### src/rtl/arith_pkg.sv
// Shared encodings and sizing helpers for the digit-serial arithmetic blocks.
package arith_pkg;

   typedef enum logic [1:0] {
      IDLE = 2'd0,
      RUN  = 2'd1,
      DONE = 2'd2
   } state_t;

   // Number of digit steps needed for one operation.
   function automatic int ndig(input int width, input int digit);
      return width / digit;
   endfunction

   // Digit counter width; at least one bit so a single-digit build still elaborates.
   function automatic int cnt_w(input int n);
      return (n > 1) ? $clog2(n) : 1;
   endfunction

endpackage

### src/rtl/digit_adder.sv
// Combinational ripple adder for one digit; also exposes the carry into its top bit.
module digit_adder #(
   parameter int DIGIT = 4
) (
   input  logic [DIGIT-1:0] a,
   input  logic [DIGIT-1:0] b,
   input  logic             cin,
   output logic [DIGIT-1:0] s,
   output logic             cout,
   output logic             cmsb
);

   logic [DIGIT:0] c;

   assign c[0] = cin;

   // One full adder per bit, carries chained LSB to MSB.
   for (genvar i = 0; i < DIGIT; i++) begin : g_fa
      assign s[i]   = a[i] ^ b[i] ^ c[i];
      assign c[i+1] = (a[i] & b[i]) | (a[i] & c[i]) | (b[i] & c[i]);
   end

   assign cout = c[DIGIT];
   assign cmsb = c[DIGIT-1];

endmodule

### src/rtl/serial_add_sub.sv
// Digit-serial adder/subtractor: WIDTH-bit operands, DIGIT bits per clock,
// valid/ready on both sides, reports raw carry out and signed overflow.
module serial_add_sub
   import arith_pkg::*;
#(
   parameter int WIDTH = 16,
   parameter int DIGIT = 4
) (
   input  logic             clk,
   input  logic             rst_n,
   input  logic             in_valid,
   output logic             in_ready,
   input  logic [WIDTH-1:0] a,
   input  logic [WIDTH-1:0] b,
   input  logic             sub,
   input  logic             carry_in,
   output logic             out_valid,
   input  logic             out_ready,
   output logic [WIDTH-1:0] sum,
   output logic             carry_out,
   output logic             overflow
);

   localparam int NDIG = ndig(WIDTH, DIGIT);
   localparam int CW   = cnt_w(NDIG);

   if ((DIGIT < 1) || (WIDTH % DIGIT != 0)) begin : g_bad_params
      $error("serial_add_sub: WIDTH must be a multiple of DIGIT and DIGIT >= 1");
   end

   state_t           state, state_nxt;
   logic [WIDTH-1:0] a_sh, b_sh, sum_r;
   logic [WIDTH-1:0] a_nxt, b_nxt, sum_nxt;
   logic             c_r, co_r, ov_r;
   logic [CW-1:0]    cnt;
   logic             last;
   logic [DIGIT-1:0] d_s;
   logic             d_co, d_cmsb;

   digit_adder #(.DIGIT(DIGIT)) u_digit (
      .a    (a_sh[DIGIT-1:0]),
      .b    (b_sh[DIGIT-1:0]),
      .cin  (c_r),
      .s    (d_s),
      .cout (d_co),
      .cmsb (d_cmsb)
   );

   assign last      = (cnt == CW'(NDIG - 1));
   assign in_ready  = (state == IDLE);
   assign out_valid = (state == DONE);
   assign sum       = sum_r;
   assign carry_out = co_r;
   assign overflow  = ov_r;

   // Shift helpers: operands move right a digit, result digits enter from the MSB side.
   // Widening by one digit keeps the slices valid when DIGIT == WIDTH.
   always_comb begin
      logic [WIDTH+DIGIT-1:0] a_ext, b_ext, s_ext;
      a_ext   = {{DIGIT{1'b0}}, a_sh};
      b_ext   = {{DIGIT{1'b0}}, b_sh};
      s_ext   = {d_s, sum_r};
      a_nxt   = a_ext[WIDTH+DIGIT-1:DIGIT];
      b_nxt   = b_ext[WIDTH+DIGIT-1:DIGIT];
      sum_nxt = s_ext[WIDTH+DIGIT-1:DIGIT];
   end

   // State register.
   always_ff @(posedge clk or negedge rst_n) begin
      if (!rst_n) state <= IDLE;
      else        state <= state_nxt;
   end

   // Next-state decode.
   always_comb begin
      state_nxt = state;
      case (state)
         IDLE:    if (in_valid) state_nxt = RUN;
         RUN:     if (last)     state_nxt = DONE;
         DONE:    if (out_ready) state_nxt = IDLE;
         default: state_nxt = IDLE;
      endcase
   end

   // Datapath: capture in IDLE, one digit per cycle in RUN, results held otherwise.
   always_ff @(posedge clk or negedge rst_n) begin
      if (!rst_n) begin
         a_sh  <= '0;
         b_sh  <= '0;
         sum_r <= '0;
         c_r   <= 1'b0;
         cnt   <= '0;
         co_r  <= 1'b0;
         ov_r  <= 1'b0;
      end else begin
         case (state)
            IDLE: begin
               if (in_valid) begin
                  // Subtract as a + ~b + 1; borrow-in folds into the inverted carry.
                  a_sh <= a;
                  b_sh <= sub ? ~b : b;
                  c_r  <= sub ? ~carry_in : carry_in;
                  cnt  <= '0;
               end
            end
            RUN: begin
               a_sh  <= a_nxt;
               b_sh  <= b_nxt;
               sum_r <= sum_nxt;
               c_r   <= d_co;
               cnt   <= cnt + CW'(1);
               if (last) begin
                  co_r <= d_co;
                  ov_r <= d_cmsb ^ d_co;
               end
            end
            default: ;
         endcase
      end
   end

endmodule
### config.mk
export PLATFORM = sky130hd
export DESIGN_NAME = serial_add_sub
export DESIGN_NICKNAME = d
export VERILOG_FILES = /design/src/rtl/arith_pkg.sv /design/src/rtl/digit_adder.sv /design/src/rtl/serial_add_sub.sv
export SDC_FILE = /design/constraint.sdc
export NUM_CORES = 1
export LEC_CHECK = 0
export BUFFER_PORTS_ARGS = -buffer_cell sky130_fd_sc_hd__buf_2
export CAP_MARGIN = 20
export CORE_MARGIN = 10
export CORE_UTILIZATION = 51
export CTS_CLUSTER_SIZE = 8
export DETAILED_ROUTE_END_ITERATION = 12
export PLACE_DENSITY = 0.73
export SYNTH_ARGS = -nofsm -noshare
export SYNTH_HDL_FRONTEND = slang
export SYNTH_HIERARCHICAL = 1
export SYNTH_SLANG_ARGS = --single-unit
### constraint.sdc
create_clock -name clk -period 3.4 [get_ports clk]
set_clock_uncertainty 0.2 [all_clocks]
set_input_delay 0 -clock clk [delete_from_list [all_inputs] [get_ports clk]]
set_output_delay 0 -clock clk [all_outputs]
set_load 0.01 [all_outputs]
== Word level (Yosys, flattened, before mapping) ==
Index checks and enable logic that the tools add are counted.

* Reduce and logical (&&, ||, !) cells: 5
* Eq/ne operators: 6
* $add $sub $neg: 1
* Multiplexer cells: 14
* Bitwise operators: 31

{| class="wikitable"
|+ Operator list
! operator !! count
|-
| 16-bit case mux with 2 select lines || 2
|-
| 16-bit two-way mux || 3
|-
| 16-bit NOT || 1
|-
| 1-bit AND || 12
|-
| 1-bit XOR || 9
|-
| 2-bit two-way mux || 4
|-
| 1-bit OR || 8
|-
| 2-bit case mux with 3 select lines || 1
|-
| 2-bit equality test, second input constant || 2
|-
| 2-bit != test, second input constant || 2
|-
| 2-bit case mux with 2 select lines || 1
|-
| 2-bit AND reduction || 2
|-
| 3-bit AND reduction || 1
|-
| 2-bit by 1-bit adder with 2-bit output, second input constant || 1
|-
| 2-bit by 1-bit equality test with 1-bit output, second input constant || 1
|-
| 2-bit zero test || 1
|-
| 1-bit two-way mux || 2
|-
| 2-bit by 1-bit != test with 1-bit output, second input constant || 1
|-
| 1-bit case mux with 2 select lines || 1
|-
| 2-bit nonzero test || 1
|-
| 1-bit NOT || 1
|}

* Bits of input ports: 38
* Flip-flop bits (word level): 55
* Logic and storage cells: 65
* Output and inout port bits: 20

== Longest topological paths before layout ==
Gate-level depths: netlist of the first run.

* Depth in word-level cells: 13
* Mapped depth: 10
* Depth with buffers taken out: 10

== Cells and area by module ==
The synthesis of the first run kept the hierarchy.

{| class="wikitable"
|+ Modules (own cells, without submodules)
! module !! instances !! area an instance (um^2) !! sequential area each (um^2) !! cells an instance
|-
| serial_add_sub || 1 || 2542.4 || 1376.3 || 231
|-
| digit_adder || 1 || 117.6 || 0.0 || 14
|}

== Worst setup path after synthesis of the first run ==
No wires, ideal clock.

* Kind: reg2reg
* Start: register a_sh[0]
* End: register ov_r (netlist: overflow)
* Path buffers: 0
* Required time: 3075 ps
* Library setup time: 125 ps
* Slack: 993 ps
* Stages on the path, launching flop included: 11
* Arrival time: 2082 ps
* Cell sequence: dfrtp_1 > inv_1 > fa_1 > inv_1 > fa_1 > fa_1 > inv_1 > fa_1 > inv_1 > xor2_1 > mux2_4

* Word-level cells in the longest chain between the ends: 13
* Elaborated cells on any way between the ends: 17

{| class="wikitable"
|+ RTL lines
! item !! RTL line !! text
|-
| from (decl) || serial_add_sub.sv:32 || <nowiki>logic [WIDTH-1:0] a_sh, b_sh, sum_r;</nowiki>
|-
| from (signal assigned) || serial_add_sub.sv:107 || <nowiki>a_sh <= a_nxt;</nowiki>
|-
| 1-bit AND || digit_adder.sv:20 || <nowiki>assign c[i+1] = (a[i] & b[i]) | (a[i] & c[i]) | (b[i] & c[i]);</nowiki>
|-
| 1-bit OR * (2 in series) || digit_adder.sv:20 ||
|-
| 1-bit AND || digit_adder.sv:20 ||
|-
| 1-bit OR || digit_adder.sv:20 ||
|-
| 1-bit OR * || digit_adder.sv:20 ||
|-
| 1-bit AND || digit_adder.sv:20 ||
|-
| 1-bit OR || digit_adder.sv:20 ||
|-
| 1-bit OR * || digit_adder.sv:20 ||
|-
| via d_cmsb || serial_add_sub.sv:38 || <nowiki>logic d_co, d_cmsb;</nowiki>
|-
| 1-bit AND || digit_adder.sv:20 ||
|-
| 1-bit OR || digit_adder.sv:20 ||
|-
| 1-bit OR * || digit_adder.sv:20 ||
|-
| via d_co || serial_add_sub.sv:38 ||
|-
| 1-bit XOR * || serial_add_sub.sv:114 || <nowiki>ov_r <= d_cmsb ^ d_co;</nowiki>
|-
| to (signal assigned) || serial_add_sub.sv:114 ||
|-
| to (decl) || serial_add_sub.sv:34 || <nowiki>logic c_r, co_r, ov_r;</nowiki>
|}

Mark *: on every way through the listed nets, which the timed path passes. The rest lies on a longest branch.
A chain may end at the register's enable or synchronous reset.

== Worst setup path after layout of the first run ==
Ends and elaborated chain as after synthesis.

==> run summary, run 1 <==
Global route total overflow -> 0
Slew headroom -> 53.2%
Reg2Reg Setup Slack -> 0.88 ns
FF-to-FF Start -> a_sh[0]
Worst Setup SP -> a_sh[0]
Post-synthesis compound-gate area fraction -> 15.3%
Tightest Pin Transition -> 0.701 ns
Final hold viol count -> 20
Worst Setup End Kind -> flip-flop
FP Rows -> 26
WL/cell -> 14.8 um
Clk sinks -> 55
Max Slew Vio Count -> 0
Netlist cell types -> 30
Post-Synth XOR/XNOR Area -> 5.93%
Wl on met1 -> 2610 um
Total vias in the final route -> 2,097
Synthesized instance count -> 245
Dpl cell area -> 2990 um^2
Maxcap violations -> 0
Final Critical Period -> 2.52 ns
First DRT Iteration DRCs -> 113
Hpwl dp -> 4090 um
Final net count -> 377
Share of the yosys chip area belonging to registers -> 51.7%
Final GP Congestion -> 0.787
Crit path to -> overflow
Die Width -> 92.2 um
H-tree depth -> 2
Met2 WL -> 2900 um
Syn_area_per_cell -> 10.9 um^2
R2R depth -> 10
DRC viols -> 0
GR Util All Layers -> 14.5%
Highest Signal Layer -> met4
Finish-stage setup viols -> 0
Layout cells sized above 1 -> 28.1%
Antenna viol nets, final -> 0
Startpoint Class -> flip-flop
First-pass GRT wire length -> 10,400 um
Setup TNS -> 0 ns
Most frequent cells in the layout -> buf_2 (57), dfrtp_1 (55), nand2_1 (36)
Hold_ws -> -0.0363 ns
Core ar. -> 5070 um^2
CP arrival -> 2.51 ns
Failing checks -> hold timing
Unrepaired setup endpoints after global routing -> false
Area grow syn2layout -> 29.4%
DRT Pass-1 Iters -> 4
Syn Std Cell Area -> 2660 um^2
Final Cycle Share -> 74.1%
Die footprint -> 8500 um^2
Final WL -> 5990 um
Leak Pwr -> 1.58 nW
Synth warn -> 6
FILL cells -> 411
I/O Buffers -> 57
Wire length on met3 -> 406 um
Main combinational cell family by area after synthesis -> compound AO/OA/AOI/OAI gates
Root Buffer -> clkbuf_8
Worst skew pair latency -> 0.30 ns
Initial Util -> 52.4%
Crit Path Max Fanout -> 3
Vias in the first global route -> 2,136
Crit Path Class -> flip-flop to flip-flop
PwrDens -> 786 nW/um^2
Clock tree buffer depth -> 2
Mux cell area share after synthesis -> 8.33%
Clock-pin slew on the worst setup and hold paths -> 0.09 ns
# diodes -> 0
Design Area, Final -> 3440 um^2
Largest net degree at the start of global routing -> 36
Outcome -> finished with violations
FMAX -> 397 MHz
Flops & latches, synth -> 55
Most common cell after layout, fill and taps aside -> buf_2
Post-synthesis simple-gate area fraction -> 9.92%
I/O pin count -> 58
Number of buffers created by CTS -> 5
Worst R2R End -> overflow
Die height -> 92.2 um
Worst path required time -> 3.39 ns
Vias per Instance -> 5.18
Maximum vdd drop -> 0.345 mV
Post-cts resize count -> 0
CTS tree -> done
Mapped Nets -> 288
Post-Synth Adder-Cell Area -> 3.48%
Worst hold path type -> input pin to async pin
Initial antenna violation count -> 0
[sequential cells by signal, summed over array words and instances (netlist names)]
| signal | count |
|---|---|
| c_r | 1 |
| sum | 16 |
| overflow | 1 |
| state | 2 |
| cnt | 2 |
| a_sh | 16 |
| carry_out | 1 |
| b_sh | 16 |
[worst max-delay path, cell delays in order, from the launching register on]
cell     delay, ns
dfrtp_1       0.40
inv_1         0.08
fa_1          0.17
inv_1         0.05
fa_1          0.39
fa_1          0.41
inv_1         0.08
fa_1          0.15
inv_1         0.07
xor2_1        0.15
mux2_4        0.26
[layout make-up]
type	instances	area (um^2)	area share, %
Inverter	12	45.0	1.31
Timing Repair Buffer	99	688	20.0
Clock buffer	8	100	2.91
Multi-Input combinational cell	161	1140	33.2
Sequential cell	55	1380	40.0
Tap cell	70	87.6	2.55
[report_power, final]
part           switching, mW  leakage (nW)  total (mW)  internal, mW
Clock                  0.199        0.0515       0.385         0.186
Sequential             0.180         0.696        1.12         0.941
Combinational          0.614         0.836        1.20         0.584
Total                  0.993          1.58        2.70          1.71
[metal layers]
metal	track usage, %	vias to the layer above
li1	-	1020
met1	18.6	1006
met2	22.9	62
met3	5.22	9
met4	3.21	0
met5	0	-
[what timing repair did]
action,in CTS,in global routing
endpoints found under the setup margin,0,0
hold endpoints to repair,54,0
hold buffers,35,0
buffers inserted,0,0
[synth_stat cells (all sizes together)]
cell type | n | area (um^2)
xor2 | 1 | 8.76
a22o | 1 | 8.76
inv | 12 | 45.0
dfrtp | 55 | 1380
buf | 10 | 65.1
a21oi | 12 | 60.1
nor2b | 9 | 58.8
o21ai | 21 | 105
o21bai | 1 | 7.51
nor2 | 3 | 11.3
and3b | 2 | 17.5
xnor2 | 17 | 149
mux2 | 19 | 221
fa | 4 | 80.1
a22oi | 15 | 113
and2b | 3 | 22.5
nand2b | 1 | 6.26
clkbuf | 7 | 30.0
o221ai | 8 | 76.3
nand2 | 38 | 148
o211ai | 5 | 37.5
ha | 1 | 12.5
[per-stage QoR]
step                std cells  hold slack [ns]  setup slack (ns)  power [mW]  util, %
global route              405          0.00480             0.782        2.94     67.8
finish                    405          -0.0363             0.881        2.70     67.8
global placement          362           -0.212             0.924        2.28     58.9
detailed placement        362           -0.207             0.905        2.32     58.9
CTS                       405          0.00410             0.884        2.73     67.8
floorplan                 245           -0.496             0.993        1.96        -
[how the worst min path moves through the flow]
| stage | from | to | slack, ns | cells after the start |
|---|---|---|---|---|
| global route | rst_n | a_sh[2] | 0.005 | 2 |
| floorplan | rst_n | a_sh[0] | -0.50 | 0 |
| CTS | rst_n | sum[1] | 0.004 | 2 |
| global placement | rst_n | sum[1] | -0.21 | 1 |
| finish | rst_n | sum[1] | -0.04 | 2 |
| detailed placement | rst_n | sum[1] | -0.21 | 1 |
[kinds of logic after synthesis]
family,count (synthesis)
buffers and inverters,29
multiplexers,19
AND/OR/NAND/NOR,56
adder cells (fa/ha/maj),5
AO/OA/AOI/OAI,63
XOR/XNOR,18
flip-flops,55
Power figures use the tool's default switching activity.
==> inputs of run 2 (changes only) <==
clock period = 2.37 ns   (was 3.4 ns; I/O delays follow)
==> run summary, run 2 (synthesized netlist as in run 1, its figures left out) <==
Outcome -> finished with violations (unchanged)
Failing checks -> setup timing (was hold timing)
Final Critical Period -> 2.39 ns (was 2.52 ns)
Global route total overflow -> 0 (unchanged)
Maxcap violations -> 0 (unchanged)
Crit Path Class -> flip-flop to flip-flop (unchanged)
Setup TNS -> -0.0403 ns (was 0 ns)
Number of buffers created by CTS -> 5 (unchanged)
Most common cell after layout, fill and taps aside -> buf_2 (unchanged)
Root Buffer -> clkbuf_8 (unchanged)
Clock tree buffer depth -> 2 (unchanged)
Crit Path Max Fanout -> 3 (unchanged)
Final net count -> 385 (was 377)
Clk sinks -> 55 (unchanged)
Worst path slowest cell -> dfrtp_1 (was fa_1)
Largest net degree at the start of global routing -> 33 (was 36)
First-pass GRT wire length -> 10,800 um (was 10,400 um)
Final Util -> 69.1% (was 67.8%)
FMAX -> 418 MHz (was 397 MHz)
Worst Setup SP -> b_sh[0] (was a_sh[0])
FF-to-FF Start -> b_sh[0] (was a_sh[0])
CP arrival -> 2.39 ns (was 2.51 ns)
Dpl cell area -> 3060 um^2 (was 2990 um^2)
Worst Setup End Kind -> flip-flop (unchanged)
Final Cycle Share -> 101% (was 74.1%)
I/O Buffers -> 57 (unchanged)
Final GP Congestion -> 0.813 (was 0.787)
Design Area, Final -> 3510 um^2 (was 3440 um^2)
Fin worst setup slack -> -0.0205 ns (was 0.881 ns)
Startpoint Class -> flip-flop (unchanged)
Total vias in the final route -> 2,130 (was 2,097)
CTS tree -> done (unchanged)
Slew headroom -> 54.9% (was 53.2%)
Final WL -> 6230 um (was 5990 um)
Finish-stage setup viols -> 2 (was 0)
CP delay by family, top -> adder cells (unchanged)
CP peak stage delay -> 0.41 ns (about the same)
# diodes -> 0 (unchanged)
Worst path required time -> 2.37 ns (was 3.39 ns)
Final hold viol count -> 0 (was 20)
Max Slew Vio Count -> 0 (unchanged)
Worst skew pair latency -> 0.30 ns (about the same)
Clock-pin slew on the worst setup and hold paths -> 0.09 ns (about the same)
PwrDens -> 1130 nW/um^2 (was 786 nW/um^2)
DRT Pass-1 Iters -> 4 (unchanged)
Initial antenna violation count -> 0 (unchanged)
Initial Util -> 52.4% (unchanged)
Die Width -> 92.2 um (unchanged)
Area grow syn2layout -> 31.8% (was 29.4%)
First DRT Iteration DRCs -> 130 (was 113)
Most frequent cells in the layout -> buf_2 (57), dfrtp_1 (55), nand2_1 (36), dlygate4sd3_1 (36), o21ai_0 (20) (was buf_2 (57), dfrtp_1 (55), nand2_1 (36))
Vias in the first global route -> 2,284 (was 2,136)
Layout cells sized above 1 -> 32.3% (was 28.1%)
WL/cell -> 15.2 um (was 14.8 um)
GR Util All Layers -> 15.4% (was 14.5%)
Hpwl dp -> 4260 um (was 4090 um)
Unrepaired setup endpoints after global routing -> true (was false)
Leak Pwr -> 1.61 nW (was 1.58 nW)
Buffers and inverters on the worst path -> 4 (unchanged)
Core ar. -> 5070 um^2 (unchanged)
Tightest Pin Transition -> 0.675 ns (was 0.701 ns)
H-tree depth -> 2 (unchanged)
Antenna viol nets, final -> 0 (unchanged)
CP Cell Sequence -> inv_2 -> fa_2 -> inv_2 -> fa_2 -> fa_2 -> inv_2 -> fa_2 -> inv_2 -> xor2_1 -> mux2_4 (was inv_1 -> fa_1 -> inv_1 -> fa_1 -> fa_1 -> inv_1 -> fa_1 -> inv_1 -> xor2_1 -> mux2_4)
DRC viols -> 0 (unchanged)
Vias per Instance -> 5.18 (about the same)
Die footprint -> 8500 um^2 (unchanged)
Worst hold path type -> input pin to async pin (unchanged)
Die height -> 92.2 um (unchanged)
I/O pin count -> 58 (unchanged)
FP Rows -> 26 (unchanged)
Maximum vdd drop -> 0.534 mV (was 0.345 mV)
run 2: cell types whose count changed in the layout (fill, tap and decap cells not counted), sizes merged:
cell | previous run | this run
clkbuf | 8 | 6
dlygate4sd3 | 35 | 36
buf | 64 | 71
run 2: per-layer routing:
layer	share of wire, %	global-route usage [%]	wire (um)	vias to the layer above
met2	50	25.4	3130	63
met1	41	18.2	2560	1023
met4	2.1	6.30	129	0
li1	-	-	-	1030
met5	0	0	0	-
met3	6.5	4.56	408	14
run 2: through the flow:
stage / instances / hold slack (ns) / total power [mW] / worst slack (ns)
floorplan: 245 / -0.496 / 2.82 / 0.0122
global placement: 369 / -0.297 / 3.34 / -0.0223
detailed placement: 369 / -0.295 / 3.43 / -0.0480
CTS: 411 / 0.0152 / 3.96 / -0.0168
global route: 411 / 0.0399 / 4.29 / -0.117
finish: 411 / 0.0119 / 3.96 / -0.0205
run 2: timing repair:
action	4_1_cts	5_1_grt
gates resized for setup	5	6
setup endpoints to repair	4	4
buffers inserted	0	0
pin swaps	0	2
hold endpoints to repair	89	0
hold buffers	36	0
run 2: final timing paths:
kind | endpoint | slack (ns) | depth (start not counted)
setup / recovery | overflow | -0.02 | 10
hold / removal | carry_out | 0.01 | 3
setup reg to reg | overflow | -0.02 | 10
hold reg to reg | b_sh[13] | 0.29 | 2
max in group asynchronous | a_sh[12] | 1.03 | 3
min in group clk | a_sh[2] | 0.04 | 4
run 2: final cells by class:
class / count / area (um^2)
tap: 70 / 87.6
inverter: 12 / 45.0
multi-input combinational: 161 / 1160
timing repair buffer: 107 / 763
fill: 401 / 1570
sequential: 55 / 1380
clock buffer: 6 / 72.6
run 2: power by group:
group	internal, mW	total (mW)	leakage [nW]	switching (mW)
Clock	0.198	0.478	0.0371	0.280
Combinational	0.939	1.85	0.876	0.916
Sequential	1.35	1.63	0.696	0.277
run 2: worst reg2reg max path, delay by kind of cell, from the launching register on:
kind       cells  cell delay [ns]
xor+xnor       1             0.15
fa+ha+maj      4             1.06
buf+inv        4             0.23
flops          1             0.41
mux            1             0.26
==> inputs of run 3 (changes only) <==
PLACE_DENSITY = 0.76   (was 0.73)
==> run summary, run 3 (synthesized netlist as in run 1, its figures left out) <==
Outcome -> finished with violations (unchanged)
Failing checks -> setup timing (unchanged)
Final GP Congestion -> 0.814 (was 0.813)
Layout cells sized above 1 -> 33.5% (was 32.3%)
Worst path slowest cell -> dfrtp_1 (unchanged)
I/O Buffers -> 57 (unchanged)
Final hold viol count -> 0 (unchanged)
Die Width -> 92.2 um (unchanged)
Initial Util -> 52.4% (unchanged)
Setup TNS -> -0.124 ns (was -0.0403 ns)
PwrDens -> 1150 nW/um^2 (was 1130 nW/um^2)
CP Cell Sequence -> inv_2 -> fa_2 -> inv_2 -> fa_2 -> fa_2 -> inv_2 -> fa_2 -> inv_2 -> xor2_1 -> mux2_4 (unchanged)
Vias in the first global route -> 2,348 (was 2,284)
DRT Pass-1 Iters -> 4 (unchanged)
Area grow syn2layout -> 33.9% (was 31.8%)
Unrepaired setup endpoints after global routing -> true (unchanged)
Clk sinks -> 55 (unchanged)
GR Util All Layers -> 15.2% (was 15.4%)
Tightest Pin Transition -> 0.751 ns (was 0.675 ns)
I/O pin count -> 58 (unchanged)
Number of buffers created by CTS -> 5 (unchanged)
DRC viols -> 0 (unchanged)
First-pass GRT wire length -> 10,800 um (about the same)
Hpwl dp -> 4180 um (was 4260 um)
Crit Path Class -> flip-flop to flip-flop (unchanged)
Clock-pin slew on the worst setup and hold paths -> 0.09 ns (about the same)
WL/cell -> 14.7 um (was 15.2 um)
Max Slew Vio Count -> 0 (unchanged)
Core ar. -> 5070 um^2 (unchanged)
Final WL -> 6120 um (was 6230 um)
Startpoint Class -> flip-flop (unchanged)
Total vias in the final route -> 2,134 (was 2,130)
Worst hold path type -> input pin to flip-flop (was input pin to async pin)
Buffers and inverters on the worst path -> 4 (unchanged)
CP peak stage delay -> 0.40 ns (was 0.41 ns)
Root Buffer -> clkbuf_8 (unchanged)
H-tree depth -> 2 (unchanged)
Most frequent cells in the layout -> buf_2 (57), dfrtp_1 (55), nand2_1 (36), dlygate4sd3_1 (36), o21ai_0 (20) (unchanged)
Clock tree buffer depth -> 2 (unchanged)
Setup slack at placement -> -0.0982 ns (was -0.0480 ns)
First DRT Iteration DRCs -> 85 (was 130)
Final Cycle Share -> 102% (was 101%)
FMAX -> 414 MHz (was 418 MHz)
Worst path required time -> 2.36 ns (was 2.37 ns)
R2R depth -> 10 (unchanged)
Largest net degree at the start of global routing -> 38 (was 33)
Die footprint -> 8500 um^2 (unchanged)
Worst Setup End Kind -> flip-flop (unchanged)
Fin worst setup slack -> -0.0474 ns (was -0.0205 ns)
Vias per Instance -> 5.12 (was 5.18)
Crit Path Max Fanout -> 2 (was 3)
Maximum vdd drop -> 0.547 mV (was 0.534 mV)
FP Rows -> 26 (unchanged)
Final net count -> 389 (was 385)
Finish-stage setup viols -> 4 (was 2)
Antenna viol nets, final -> 0 (unchanged)
Die height -> 92.2 um (unchanged)
Levels on crit path -> 10 (unchanged)
Maxcap violations -> 0 (unchanged)
Final Critical Period -> 2.42 ns (was 2.39 ns)
CP delay by family, top -> adder cells (unchanged)
Initial antenna violation count -> 1 (was 0)
Global route total overflow -> 0 (unchanged)
Hold depth -> 3
Leak Pwr -> 1.64 nW (was 1.61 nW)
Slew headroom -> 49.7% (was 54.9%)
CP arrival -> 2.41 ns (was 2.39 ns)
Worst skew pair latency -> 0.30 ns (about the same)
CTS tree -> done (unchanged)
FILL cells -> 407 (was 401)
Most common cell after layout, fill and taps aside -> buf_2 (unchanged)
-- run 3: changes by cell type in the layout (fill, tap and decap cells not counted), sizes merged --
cell    before  now
diode        0    1
bufinv       0    1
buf         71   75
-- run 3: path summary, 6_finish.rpt --
| check | from | slack [ns] | endpoint |
|---|---|---|---|
| worst max-delay path | a_sh[0] | -0.05 | overflow |
| worst min register to register | b_sh[13] | 0.28 | b_sh[13] |
| min in group asynchronous | rst_n | 0.08 | cnt[1] |
| worst min-delay path | sub | 0.05 | b_sh[12] |
| max in group asynchronous | rst_n | 0.85 | sum[10] |
| worst max register to register | a_sh[0] | -0.05 | overflow |
-- run 3: worst min-delay path, cell delays in order --
cell,delay [ns]
buf_2,0.25
xnor2_1,0.20
o21ai_0,0.06
-- run 3: report_power, final --
part / internal [mW] / total, mW / switching [mW]
logic: 0.963 / 1.90 / 0.933
registers: 1.35 / 1.62 / 0.273
clock network: 0.310 / 0.583 / 0.273
total: 2.62 / 4.10 / 1.48
-- run 3: stage by stage --
stage | hold slack, ns | area [um^2] | cells | util [%] | power (mW)
2_1_floorplan | -0.496 | 2660 | 245 | - | 2.82
5_1_grt | 0.0631 | 3560 | 417 | 70.2 | 4.45
3_3_place_gp | -0.255 | 3050 | 369 | 60.0 | 3.31
6_report | 0.0454 | 3560 | 417 | 70.2 | 4.10
3_5_place_dp | -0.253 | 3050 | 369 | 60.0 | 3.40
4_1_cts | 0.0340 | 3540 | 414 | 69.7 | 4.10
-- run 3: repair_timing --
action	4_1_cts	5_1_grt
hold buffers	36	0
pin swaps	7	6
endpoints found under the setup margin	4	4
buffers inserted	2	2
resized for setup	11	2
endpoints found under the hold margin	89	0
-- run 3: layout make-up --
type | count | area (um^2) | area share, %
Timing Repair Buffer | 111 | 785 | 22.0
Clock inverter | 1 | 30.0 | 0.843
Clock buffer | 6 | 72.6 | 2.04
Multi-Input combinational cell | 161 | 1160 | 32.6
Inverter | 12 | 45.0 | 1.26
Sequential cell | 55 | 1380 | 38.7
Antenna cell | 1 | 2.50 | 0.0703
Tap cell | 70 | 87.6 | 2.46
-- run 3: layer usage --
| metal | vias up | global-route usage [%] | share of wire [%] |
|---|---|---|---|
| met5 | - | 0 | 0 |
| met3 | 7 | 5.13 | 5.9 |
| met4 | 0 | 5.14 | 1.4 |
| met2 | 50 | 25.4 | 50 |
| li1 | 1041 | - | - |
| met1 | 1036 | 18.0 | 43 |
